==> config.mk <==
export PLATFORM = sky130hd
export DESIGN_NAME = mem_bus_arbiter
export DESIGN_NICKNAME = d
export VERILOG_FILES = /design/src/rtl/mem_bus_arbiter.sv
export SDC_FILE = /design/constraint.sdc
export NUM_CORES = 1
export LEC_CHECK = 0
export BUFFER_PORTS_ARGS = -buffer_cell sky130_fd_sc_hd__buf_4
export CAP_MARGIN = 20
export CORE_MARGIN = 2
export CORE_UTILIZATION = 42
export DETAILED_ROUTE_END_ITERATION = 10
export PLACE_DENSITY = 0.76
export RECOVER_POWER = 100
export SLEW_MARGIN = 10
export SYNTH_ARGS = -nofsm -noshare
export SYNTH_HDL_FRONTEND = slang
export SYNTH_SLANG_ARGS = --single-unit
==> constraint.sdc <==
create_clock -name clk -period 4.8 [get_ports clk]
set_input_delay 0.72 -clock clk [delete_from_list [all_inputs] [get_ports clk]]
set_output_delay 0.72 -clock clk [all_outputs]
set_load 0.05 [all_outputs]
==> src/rtl/mem_bus_arbiter.sv <==
// Two-requester (fetch/data) arbiter onto a single memory port with data priority,
// a fetch starvation guard and a per-access timeout. All outputs are registered.
module mem_bus_arbiter #(
    parameter int ADDR_W     = 32,
    parameter int DATA_W     = 32,
    parameter int STARVE_MAX = 4,
    parameter int TIMEOUT    = 255
) (
    input  logic              clk,
    input  logic              rst,
    input  logic              i_req,
    input  logic [ADDR_W-1:0] i_addr,
    output logic [DATA_W-1:0] i_rdata,
    output logic              i_ack_n,
    input  logic              d_req,
    input  logic              d_write,
    input  logic [1:0]        d_size,
    input  logic [ADDR_W-1:0] d_addr,
    input  logic [DATA_W-1:0] d_wdata,
    output logic [DATA_W-1:0] d_rdata,
    output logic              d_ack_n,
    output logic              m_req,
    output logic              m_write,
    output logic [1:0]        m_size,
    output logic [ADDR_W-1:0] m_addr,
    output logic [DATA_W-1:0] m_wdata,
    input  logic [DATA_W-1:0] m_rdata,
    input  logic              m_ack_n,
    output logic              err
);
    localparam int SC_W = $clog2(STARVE_MAX + 1);
    localparam int TO_W = $clog2(TIMEOUT + 1);
    localparam logic [SC_W-1:0] SMAX_C = SC_W'(STARVE_MAX);
    localparam logic [SC_W-1:0] SC_ONE = SC_W'(1);
    localparam logic [TO_W-1:0] TMO_C  = TO_W'(TIMEOUT);
    localparam logic [TO_W-1:0] TO_ONE = TO_W'(1);

    typedef enum logic [1:0] {IDLE, BUSY, RESP} state_t;

    state_t            state_q;
    logic [SC_W-1:0]   starve_q, starve_d;
    logic [TO_W-1:0]   tmo_q, tmo_d;
    logic              gnt_data_q;
    logic              grant_data;
    logic              m_req_q, m_write_q;
    logic [1:0]        m_size_q;
    logic [ADDR_W-1:0] m_addr_q;
    logic [DATA_W-1:0] m_wdata_q;
    logic              i_ack_n_q, d_ack_n_q, err_q;
    logic [DATA_W-1:0] i_rdata_q, d_rdata_q;

    // Data wins unless fetch has been passed over STARVE_MAX times in a row.
    always_comb begin
        grant_data = d_req && ((starve_q < SMAX_C) || !i_req);
        tmo_d      = tmo_q + TO_ONE;
        starve_d   = '0;
        if (i_req)
            starve_d = (starve_q == SMAX_C) ? starve_q : starve_q + SC_ONE;
    end

    always_ff @(posedge clk or posedge rst) begin
        if (rst) begin
            state_q    <= IDLE;
            starve_q   <= '0;
            tmo_q      <= '0;
            gnt_data_q <= 1'b0;
            m_req_q    <= 1'b0;
            m_write_q  <= 1'b0;
            m_size_q   <= 2'b00;
            m_addr_q   <= '0;
            m_wdata_q  <= '0;
            i_ack_n_q  <= 1'b1;
            d_ack_n_q  <= 1'b1;
            i_rdata_q  <= '0;
            d_rdata_q  <= '0;
            err_q      <= 1'b0;
        end else begin
            case (state_q)
                IDLE: begin
                    if (grant_data) begin
                        gnt_data_q <= 1'b1;
                        m_req_q    <= 1'b1;
                        m_write_q  <= d_write;
                        m_size_q   <= d_size;
                        m_addr_q   <= d_addr;
                        m_wdata_q  <= d_write ? d_wdata : '0;
                        starve_q   <= starve_d;
                        tmo_q      <= '0;
                        state_q    <= BUSY;
                    end else if (i_req) begin
                        gnt_data_q <= 1'b0;
                        m_req_q    <= 1'b1;
                        m_write_q  <= 1'b0;
                        m_size_q   <= 2'b00;
                        m_addr_q   <= i_addr;
                        m_wdata_q  <= '0;
                        starve_q   <= '0;
                        tmo_q      <= '0;
                        state_q    <= BUSY;
                    end
                end
                BUSY: begin
                    // An ack in the final timeout cycle still counts as success.
                    if (!m_ack_n || tmo_d == TMO_C) begin
                        m_req_q <= 1'b0;
                        err_q   <= m_ack_n;
                        state_q <= RESP;
                        if (gnt_data_q) begin
                            d_ack_n_q <= 1'b0;
                            d_rdata_q <= m_ack_n ? '0 : m_rdata;
                        end else begin
                            i_ack_n_q <= 1'b0;
                            i_rdata_q <= m_ack_n ? '0 : m_rdata;
                        end
                    end else begin
                        tmo_q <= tmo_d;
                    end
                end
                RESP: begin
                    i_ack_n_q <= 1'b1;
                    d_ack_n_q <= 1'b1;
                    err_q     <= 1'b0;
                    state_q   <= IDLE;
                end
                default: state_q <= IDLE;
            endcase
        end
    end

    assign m_req   = m_req_q;
    assign m_write = m_write_q;
    assign m_size  = m_size_q;
    assign m_addr  = m_addr_q;
    assign m_wdata = m_wdata_q;
    assign i_ack_n = i_ack_n_q;
    assign d_ack_n = d_ack_n_q;
    assign i_rdata = i_rdata_q;
    assign d_rdata = d_rdata_q;
    assign err     = err_q;
endmodule

==> impl_metrics.ini, run 1 <==
[logic_synthesis]
yosysTopAreaCell = dfrtp_1
syn_nets = 598
synth_top_area_share_pct = 62.05
ys_ff_latch = 149
synth.cell_area_mm2 = 0.005928
synth.most_common_cell = dfrtp_1
yosysSeqAreaShare_pct = 62.94
synthCells = 458
synthFlopType = dfrtp_1
syn_area_per_cell_um2 = 12.94
synth_edf_count = 0
synth_common_cells = dfrtp_1 (147), a22o_1 (92), o21ai_0 (40)
synthDistinctLibCells = 45
synth.area.top_cells = dfrtp_1 (62%), a22o_1 (14%), mux2i_1 (5.6%), o21ai_0 (3.4%), nand2_1 (2.5%)
synth-warning-count = 0
synthArstFlopShare_pct = 100.0

[detailed_routing]
vias = 4876
first_pass_iters = 4
drcViolationCount = 0
wl_per_cell_um = 18.35
routed_wl_um = 16790
ant_nets = 0
vias_per_cell = 5.329
drt_iter0_markers = 220

[power]
pwr-share-comb_pct = 48.8
ir_drop_mv = 0.4909
p_seq_share_pct = 31.3
p_leak_nw = 3.978
p_int_mw = 3.326
pwr-share-clk_pct = 19.9
power_per_cell_area_mw_per_mm2 = 834.9
swShare_pct = 51.46
p_switching_mw = 3.525

[timing]
worstMarginPinSlew_ns = 2.249
hold_viol_final = 0
tns_ns = 0
grt_setup_unrepaired = no
fin_crit_sh_pct = 65.25
hold_slack_ns = 0.4798
max-slew-margin-rel_pct = -49.91
post-route-min-period_ns = 3.132
fmax_mhz = 319.3
report.final.setup_viol = 0
fin_worst_skew_ns = 0.008701
slew_viol_final = 67

[die]
die_area_mm2 = 0.01508
io_pins = 271
start_util_pct = 42.87
rows = 43
die_y_um = 122.8
core_mm2 = 0.01383
die_w_um = 122.8

[clock_tree]
clk-insertion-delay-late_ns = 0.42
cts.sinks = 149
clockBufferDepth = 2
clk_pin_slew_worst_paths_ns = 0.07
post_cts_buffers = 0
cts_tree = yes
cts_hold_buffers = 0
root_buffer = clkbuf_16
numCtsBuffers = 17
htreeDepth = 4
cts_resized = 0

[cells_and_area]
area_delta_synth_final_pct = 38.41
nNetsFinal = 862
fillers = 1216
drive_gt1_share_pct = 26.26
postLayoutCellArea_mm2 = 0.008205
antenna_cells = 0

[placed_design]
gp_congestion = 0.8181
place_area_mm2 = 0.008093
portBuffers = 270
dp_hpwl_um = 11930

[setup_path]
end_kind = async pin
cp-start-kind = input pin
path_buf_inv = 4
worst_path_largest_cell_delay_ns = 1.33
worstPathRequired_ns = 4.99
arrival_ns = 3.32
critical_path_class = in -> async
cp_cell_sequence = clkbuf_4 -> clkinvlp_2 -> buf_16 -> clkbuf_1
slowest_stage = clkbuf_1
crit_fanout = 95
crit_family = buffers and inverters

[min_path]
hold_path.class = reg -> reg

[global_routing]
grt-ovfl-total = 0
antenna_found_initial = 0
gr-usage-all-layers_pct = 22.13
grt_pass1_wl_um = 25340
grt_max_degree = 118
grt_pass1_vias = 4825

[outcome]
status = finished, violations left
violations = capacitance limit, slew limit

[run]
max-cap-violations = 2
==> cell usage in the layout (no fill, tap or decap), drive strengths merged, types with 2 or more instances in the layout <==
cell        n
a211o       2
a21o        2
a21oi       3
a22o       98
and2        3
and3        2
buf       138
bufinv      2
clkbuf    157
clkinv      4
clkinvlp    2
dfrtp     147
dfstp       2
ha          4
inv        16
mux2i      33
nand2      39
nand3       4
nand4       2
nor2        9
nor3        3
o211ai      3
o21a        4
o21ai      41
o41ai       2
==> flip-flops by register name, summed over array words and instances, names as in the netlist <==
signal and flops:
gnt_data_q 1, m_size 2, m_wdata 32, i_rdata 32, i_ack_n 1, m_addr 32, m_req 1, d_ack_n 1
m_write 1, starve_q 3, state_q 2, err 1, d_rdata 32, tmo_q 8
==> per-stage QoR <==
step           setup slack [ns]  power [mW]  util, %  cells
6_report                  1.668       6.851    59.34    915
3_5_place_dp              1.991       5.966    58.53    881
3_3_place_gp              2.117       5.875    58.53    881
2_1_floorplan           0.07527       4.721        -    458
4_1_cts                   1.965       7.356    62.96    913
5_1_grt                   1.025       7.165    59.34    915
==> cell families (layout without fill, tap and decap cells) <==
kind of cell    Yosys count  count (layout)  synth area share (%)
flops                   149             149                 62.94
mux                      33              33                 5.572
simple gates             68              68                 5.298
buf+inv                  42             319                 3.440
xor+xnor                  2               2                0.2955
compound gates          160             160                 21.61
fa+ha+maj                 4               4                0.8443
==> per-layer routing <==
metal	wire length, um	vias up	GRT usage, %	part of all wire, %
met1	6631	2376	27.21	40
met4	320	0	8.836	1.9
met2	8120	246	35.50	48
met3	1714	30	7.900	10
met5	0	-	0	0
li1	-	2224	-	-
==> cell type report <==
| class | instances | area [um2] | area share (%) |
|---|---|---|---|
| Inverter | 9 | 35.03 | 0.4270 |
| Clock buffer | 17 | 425.4 | 5.185 |
| Tap cell | 180 | 225.2 | 2.745 |
| Sequential cell | 149 | 3731 | 45.47 |
| Multi-Input combinational cell | 267 | 2016 | 24.57 |
| Clock inverter | 15 | 187.7 | 2.287 |
| Timing Repair Buffer | 278 | 1585 | 19.32 |
==> worst paths after layout <==
path	startpoint	end	slack, ns	cells after the start
setup / recovery	rst	m_addr[28]	1.67	4
hold / removal	m_write	m_write	0.48	1
setup reg to reg	tmo_q[0]	d_rdata[29]	1.88	6
hold reg to reg	m_write	m_write	0.48	1
max in group clk	i_req	m_addr[24]	1.81	5
min in group asynchronous	rst	i_rdata[26]	0.51	2
==> power groups by stage <==
stage / Sequential [mW] / Clock (mW) / Combinational [mW]
after CTS: 2.16 / 1.39 / 3.81
after global routing: 2.21 / 1.44 / 3.52
after floorplan: 3.88 / 0 / 0.840
after global placement: 2.15 / 0 / 3.73
final: 2.15 / 1.36 / 3.34
after detailed placement: 2.16 / 0 / 3.81
(Power assumes the default switching activity.)
==> run 2, diff against run 1 <==
clock period = 2.83 ns   (was 4.8 ns; I/O delays follow)
==> impl_metrics.ini, run 2 (synthesis results as in run 1) <==
[detailed_routing]
drcViolationCount = 0
wl_per_cell_um = 17.69
routed_wl_um = 16220
vias = 4852
vias_per_cell = 5.291
drt_iter0_markers = 319
first_pass_iters = 6
ant_nets = 0

[clock_tree]
htreeDepth = 4
clk_pin_slew_worst_paths_ns = 0.07
clk-insertion-delay-late_ns = 0.41
clockBufferDepth = 2
post_cts_buffers = 0
cts_hold_buffers = 0
cts_tree = yes
cts.sinks = 149
root_buffer = clkbuf_16
cts_resized = 0
numCtsBuffers = 17

[die]
die_y_um = 122.8
io_pins = 271
core_mm2 = 0.01383
start_util_pct = 42.87
die_w_um = 122.8
die_area_mm2 = 0.01508
rows = 43

[global_routing]
grt_pass1_vias = 4674
gr-usage-all-layers_pct = 20.95
antenna_found_initial = 0
grt_max_degree = 103
grt_pass1_wl_um = 24120
grt-ovfl-total = 0

[timing]
fmax_mhz = 383.3
hold_slack_ns = 0.1851
report.final.setup_viol = 0
grt_setup_unrepaired = no
worstMarginPinSlew_ns = 1.751
post-route-min-period_ns = 2.609
fin_crit_sh_pct = 92.20
slew_viol_final = 135
hold_viol_final = 0
max-slew-margin-rel_pct = -16.76
fin_worst_skew_ns = 0.008067
tns_ns = 0

[cells_and_area]
drive_gt1_share_pct = 26.73
final_cell_mix = dfrtp_1 (147), buf_4 (139), clkbuf_1 (137)
final_common_cell = dfrtp_1
area_delta_synth_final_pct = 38.20
antenna_cells = 0
nNetsFinal = 864

[setup_path]
startpoint = tmo_q[0]
end_kind = register
critical_path_class = reg -> reg
arrival_ns = 2.91
slowest_stage = a2111oi_4
cp_cell_sequence = ha_1 -> nand3_2 -> or3_1 -> a2111oi_4 -> o211ai_4 -> a22o_2
timing.rr.start = tmo_q[0]
cp-start-kind = register
worstPathRequired_ns = 3.14
worst_path_largest_cell_delay_ns = 0.52
crit_fanout = 33

[placed_design]
dp_hpwl_um = 11830
portBuffers = 270
gp_congestion = 0.8244

[power]
p_leak_nw = 3.977
ir_drop_mv = 0.7738
power_per_cell_area_mw_per_mm2 = 1411

[run]
max-cap-violations = 2

[min_path]
hold_path.class = in -> async

[outcome]
violations = capacitance limit, slew limit
status = finished, violations left
run 2: cell count changes in the layout (fill, tap and decap cells not counted), sizes merged:
cell / previous run / this run
clkinvlp: 2 / 4
buf: 138 / 139
clkbuf: 157 / 159
inv: 16 / 15
clkinv: 4 / 2
run 2: path summary, 6_finish.rpt:
check | cells past startpoint | end | slack, ns
worst max register to register | 6 | d_rdata[30] | 0.22
max in group asynchronous | 3 | m_addr[2] | 0.70
worst max-delay path | 6 | d_rdata[30] | 0.22
worst min register to register | 2 | m_addr[25] | 0.48
min in group clk | 2 | m_wdata[2] | 0.22
worst min-delay path | 2 | m_wdata[5] | 0.19
run 2: power breakdown:
part	switching [mW]	leakage [nW]	internal [mW]	total [mW]
registers	0.588	1.89	3.06	3.65
logic	4.41	1.80	1.23	5.64
clock network	0.926	0.288	1.35	2.27
run 2: layout make-up:
class                           count  area (um2)
Clock buffer                       18       439.2
Inverter                            9       35.03
Timing Repair Buffer              280        1580
Multi-Input combinational cell    267        2019
Sequential cell                   149        3731
Clock inverter                     14       162.7
Fill cell                        1250        5634
Tap cell                          180       225.2
run 2: layer usage:
layer | global-route usage, % | part of all wire, % | up-vias
li1 | - | - | 2221
met1 | 26.43 | 40 | 2362
met2 | 33.32 | 47 | 239
met3 | 6.831 | 9.4 | 30
met4 | 8.477 | 2.7 | 0
met5 | 0 | 0 | -
run 2: critical path, delay by kind of cell, from the launching register on:
| family | cells | cell delay, ns |
|---|---|---|
| fa+ha+maj | 1 | 0.27 |
| flops | 1 | 0.43 |
| simple gates | 2 | 0.53 |
| compound gates | 3 | 1.26 |
run 2: per-stage QoR:
step,instance area [um2],power (mW),util [%],std cells,setup WS [ns]
2_1_floorplan,5932,8.007,-,458,0.4926
3_3_place_gp,8159,9.978,59.01,885,0.3457
3_5_place_dp,8159,10.13,59.01,885,0.2501
4_1_cts,8761,12.44,63.36,917,0.2456
5_1_grt,8193,12.09,59.25,917,0.08609
6_report,8193,11.56,59.25,917,0.2208
